$ cat config.mk
export PLATFORM = sky130hd
export DESIGN_NAME = anyedge_detect
export DESIGN_NICKNAME = d
export VERILOG_FILES = /design/src/rtl/anyedge_detect.sv
export SDC_FILE = /design/constraint.sdc
export NUM_CORES = 1
export LEC_CHECK = 0
export ABC_AREA = 1
export ABC_CLOCK_PERIOD_IN_PS = 1700
export CORE_AREA = 2 2 39 41
export CTS_CLUSTER_DIAMETER = 200
export DETAILED_ROUTE_END_ITERATION = 16
export DIE_AREA = 0 0 41 43
export DONT_BUFFER_PORTS = 1
export PLACE_DENSITY = 0.66
export SETUP_SLACK_MARGIN = 0.1
export SLEW_MARGIN = 20
export SYNTH_ARGS = -nofsm -noshare
export SYNTH_HDL_FRONTEND = slang
export SYNTH_SLANG_ARGS = --single-unit
$ cat constraint.sdc
create_clock -name clk -period 1.7 [get_ports clk]
set_clock_uncertainty 0.2 [all_clocks]
set_input_delay 0.085 -clock clk [delete_from_list [all_inputs] [get_ports clk]]
set_output_delay 0.085 -clock clk [all_outputs]
set_load 0.01 [all_outputs]
$ cat src/rtl/anyedge_detect.sv
// rtl/anyedge_detect.sv - registered per-bit any-edge detector
module anyedge_detect #(
  parameter int WIDTH = 8
) (
  input  logic             clk,
  input  logic             rst_n,
  input  logic [WIDTH-1:0] din,
  output logic [WIDTH-1:0] anyedge
);

  logic [WIDTH-1:0] din_q;

  // Remember last sampled bus value and flag every lane whose value changed since then
  always_ff @(posedge clk or negedge rst_n) begin
    if (!rst_n) begin
      din_q   <= '0;
      anyedge <= '0;
    end else begin
      din_q   <= din;
      anyedge <= din ^ din_q;
    end
  end

endmodule

==> results.sh, run 1 <==
export IMPL_vias_per_cell=4.27
export IMPL_yosys_warnings=0
export IMPL_overflow=0
export IMPL_max_cap_violations=0
export IMPL_slew_viol_final=0
export IMPL_p_per_area_mw_per_mm2=1030
export IMPL_cts_root_buffer="clkbuf_4"
export IMPL_synth_top_area_cell="dfrtp_1"
export IMPL_clock_latency_ps=280
export IMPL_grt_pass1_wl_um=1340
export IMPL_crit_arrival_ps=700
export IMPL_core_mm2=0.00138
export IMPL_period_needed_ps=987
export IMPL_dp_hpwl_um=577
export IMPL_track_usage=0.121
export IMPL_cts_max_level=1
export IMPL_status="finished, final reports clean"
export IMPL_io_buffers=0
export IMPL_netlist_top_cells_area="dfrtp_1 (73%), nand2_1 (16%), inv_1 (11%)"
export IMPL_ys_seq_elements=16
export IMPL_synth_yosys_seq_area_share=0.727
export IMPL_worstSetupPathType="reg -> out"
export IMPL_synth_nets=66
export IMPL_area_growth_synth_to_final_pct=26.6
export IMPL_rsz0062_at_grt="false"
export IMPL_clk_pin_slew_ps=90
export IMPL_ctsResizeCount=0
export IMPL_clockBufferDepth=2
export IMPL_route_detailed_drc=0
export IMPL_period_share=0.581
export IMPL_ys_types=3
export IMPL_synth_avg_cell_area_um2=9.83
export IMPL_fmax_mhz=1010
export IMPL_start_util=0.398
export IMPL_design_area_um2=697
export IMPL_vias=363
export IMPL_tightest_slew_ps=694
export IMPL_path_max_fanout=1
export IMPL_wl_per_cell_um=9.66
export IMPL_chipHeight_um=43
export IMPL_hold_path_class="in -> async"
export IMPL_fill_cells=129
export IMPL_clock_sinks=16
export IMPL_die_w_um=41
export IMPL_setup_viol=0
export IMPL_first_pass_iters=3
export IMPL_fin_tns_setup_ps=0
export IMPL_end_kind="output pin"
export IMPL_synth_cells=56
export IMPL_synth_area_um2=551
export IMPL_wirelength_um=821
export IMPL_ir_drop_uv=427
export IMPL_fin_nets=80
export IMPL_die_area_mm2=0.00176
export IMPL_cts_tree="yes"
export IMPL_slew_headroom=0.536
export IMPL_synth_top_cell_area_share=0.727
export IMPL_dpl_cell_area_um2=571
export IMPL_post_cts_buffers=0
export IMPL_rows=14
export IMPL_ctsHoldBuffers=9
export IMPL_holdWs_ps=80.8
export IMPL_antenna_found_initial=0
export IMPL_drt_iter0_markers=2
export IMPL_io_pins=18
export IMPL_drtAntennaViolNets=0
export IMPL_grt_pass1_vias=344
export IMPL_crit_path_start_kind="flop"
export IMPL_hold_viol_final=0
export IMPL_leakage_nw=0.403
export IMPL_cp_required_ps=1410
export IMPL_grt_max_degree=17
export IMPL_gp_congestion=0.510
export IMPL_numCtsBuffers=3
export IMPL_power_total_w=0.000719
export IMPL_drive_above_1_share=0.0580
export IMPL_n_antenna_cell=0
stage by stage:
stage	util	worst slack, ps	cells
4_1_cts	0.504	695	85
3_5_place_dp	0.412	885	72
2_1_floorplan	-	935	56
3_3_place_gp	0.412	920	72
5_1_grt	0.504	608	85
6_report	0.504	713	85
cell type report:
type	count	area [um^2]	area share
clock buffer	4	36.3	0.0521
sequential	16	400	0.575
inverter	16	60.1	0.0862
multi-input combinational	24	90.1	0.129
tap	16	20.0	0.0287
timing repair buffer	9	90.1	0.129
cells in the mapped netlist:
master,count
dfrtp_1,16
inv_1,16
nand2_1,24
power by group:
group          switching (W)  internal, W  total [W]  leakage, nW
logic              0.0000263    0.0000232  0.0000495        0.193
registers          0.0000174     0.000405   0.000422        0.189
clock network       0.000117     0.000130   0.000247       0.0210
final timing paths:
kind / slack (ps) / startpoint / to / cells past startpoint
min in group clk: 200 / din[3] / din_q[3] / 1
hold reg to reg: 280 / din_q[2] / anyedge[2] / 2
hold / removal: 80 / rst_n / anyedge[4] / 1
setup reg to reg: 880 / din_q[1] / anyedge[1] / 2
setup / recovery: 710 / anyedge[0] / anyedge[0] / 0
max in group asynchronous: 780 / rst_n / din_q[1] / 1
metal layers:
metal	global-route usage	vias to the layer above	part of all wire
met5	0	-	0
met4	0.100	0	0.018
met3	0.0314	2	0.049
met2	0.194	12	0.52
met1	0.121	167	0.41
li1	-	182	-
cell families after synthesis:
family                 synth area share
DFF                               0.727
buffers and inverters             0.109
and+or+nand+nor                   0.164
layout by cell type, fill, tap and decap left out, drive strengths merged:
master        n
nand2        24
clkbuf        4
dlygate4sd3   9
dfrtp        16
inv          16
state kept, by name, summed over array words and instances, names as in the netlist:
register / count
anyedge: 8
din_q: 8
(Power assumes the default switching activity.)
==> run 2, diff against run 1 <==
Settings changed: ABC_CLOCK_PERIOD_IN_PS 1700 to 900, PLACE_DENSITY 0.66 to 0.68.
Clock period 1.7 ns to 0.9 ns, I/O delays scaled along.
==> run 2 against run 1 <==
The flow now finishes with violations (hold timing, setup timing). Power is 73% higher. Core utilization is 0.45 points lower. Flip-flop and latch count is the same. Die area unchanged. Final cell count decreased by 1.2%. Global-route usage increased by 0.18 points. Via count fell by 0.55%. Clock-buffer cell count decreased by 1. Critical endpoint is now anyedge[6].
==> results.sh, run 2 (synthesis gave the netlist of run 1 again) <==
export IMPL_clock_sinks=16
export IMPL_drt_iter0_markers=2
export IMPL_leakage_nw=0.423
export IMPL_layout_setup_ws_ps=-32.4
export IMPL_gp_congestion=0.543
export IMPL_holdWs_ps=-327
export IMPL_fill_cells=131
export IMPL_core_mm2=0.00138
export IMPL_rrSetupSlack_ps=90
export IMPL_die_area_mm2=0.00176
export IMPL_crit_path_start_kind="flop"
export IMPL_io_pins=18
export IMPL_die_w_um=41
export IMPL_drive_above_1_share=0.0441
export IMPL_fmax_mhz=1070
export IMPL_grt_pass1_vias=369
export IMPL_vias_per_cell=4.30
export IMPL_slew_headroom=0.540
export IMPL_max_cap_violations=0
export IMPL_cp_required_ps=650
export IMPL_overflow=0
export IMPL_p_per_area_mw_per_mm2=1800
export IMPL_reg_top3="anyedge (8), din_q (8)"
export IMPL_ir_drop_uv=777
export IMPL_dp_hpwl_um=618
export IMPL_clockBufferDepth=2
export IMPL_design_area_um2=691
export IMPL_first_pass_iters=4
export IMPL_cts_max_level=1
export IMPL_hold_path_class="in -> async"
export IMPL_period_share=1.04
export IMPL_regToRegStartpoint="din_q[5]"
export IMPL_r2r_end="anyedge[5]"
export IMPL_area_growth_synth_to_final_pct=25.5
export IMPL_rsz0062_at_grt="true"
export IMPL_end_kind="output pin"
export IMPL_ctsHoldBuffers=9
export IMPL_vias=361
export IMPL_start_util=0.398
export IMPL_cts_tree="yes"
export IMPL_route_detailed_drc=0
export IMPL_tightest_slew_ps=690
export IMPL_slew_viol_final=0
export IMPL_crit_arrival_ps=690
export IMPL_drtAntennaViolNets=0
export IMPL_chipHeight_um=43
export IMPL_numCtsBuffers=3
export IMPL_worstSetupPathType="reg -> out"
export IMPL_cts_root_buffer="clkbuf_4"
export IMPL_final_util=0.499
export IMPL_hold_viol_final=20
export IMPL_grt_max_degree=17
export IMPL_wl_per_cell_um=10.3
export IMPL_period_needed_ps=932
export IMPL_clock_latency_ps=270
export IMPL_rr_worst_depth=3
export IMPL_dpl_cell_area_um2=571
export IMPL_n_antenna_cell=0
export IMPL_track_usage=0.123
export IMPL_path_max_fanout=1
export IMPL_final_cell_mix="nand2_1 (24), inv_1 (16), dfrtp_1 (16)"
export IMPL_grt_pass1_wl_um=1390
export IMPL_wirelength_um=861
export IMPL_status="finished with violations"
export IMPL_pre_cts_ws_ps=81.9
export IMPL_rows=14
export IMPL_setup_viol=8
export IMPL_io_buffers=0
export IMPL_antenna_found_initial=0
export IMPL_clk_pin_slew_ps=80
export IMPL_fin_nets=80
export IMPL_layout_commonest_cell="nand2_1"
export IMPL_violations="hold timing, setup timing"
-- run 2: cell type report --
cell class                 count  area, um^2  area share
sequential                    16         400       0.580
timing repair buffer           9        97.6       0.141
tap                           16        20.0      0.0290
clock buffer                   3        22.5      0.0326
inverter                      16        60.1      0.0870
multi-input combinational     24        90.1       0.130
-- run 2: how the worst max path moves through the flow --
stage	start	endpoint	cells after the start
after global routing	anyedge[1]	anyedge[1]	0
final	anyedge[6]	anyedge[6]	0
after floorplan	din_q[0]	anyedge[0]	2
after detailed placement	din_q[5]	anyedge[5]	3
after CTS	anyedge[5]	anyedge[5]	0
after global placement	din_q[2]	anyedge[2]	2
-- run 2: what timing repair did --
item                                   in CTS  in global routing
pin swaps                                   5                  0
gates resized for setup                     0                  3
setup endpoints to repair                  14                 32
setup buffers                               0                  0
cloned                                      0                  0
endpoints found under the hold margin      32                 20
-- run 2: where the power goes --
group | switching (W) | internal [W] | total (W)
logic | 0.0000507 | 0.0000460 | 0.0000966
registers | 0.0000333 | 0.000764 | 0.000797
clock network | 0.000192 | 0.000155 | 0.000347
-- run 2: metrics by stage --
| stage | power, W | std cells | hold slack (ps) | setup TNS [ps] |
|---|---|---|---|---|
| global route | 0.00132 | 84 | -258 | -513 |
| CTS | 0.00126 | 84 | 66.2 | -827 |
| detailed placement | 0.000857 | 72 | -450 | 0 |
| floorplan | 0.000844 | 56 | -451 | 0 |
| finish | 0.00124 | 84 | -327 | -207 |
| global placement | 0.000849 | 72 | -450 | 0 |
-- run 2: per-layer routing --
| metal | vias up | wire length, um | share of wire | track usage |
|---|---|---|---|---|
| met2 | 14 | 471 | 0.55 | 0.197 |
| met5 | - | 0 | 0 | 0 |
| met3 | 2 | 54 | 0.063 | 0.0314 |
| met1 | 168 | 320 | 0.37 | 0.123 |
| li1 | 177 | - | - | - |
| met4 | 0 | 14 | 0.016 | 0.100 |
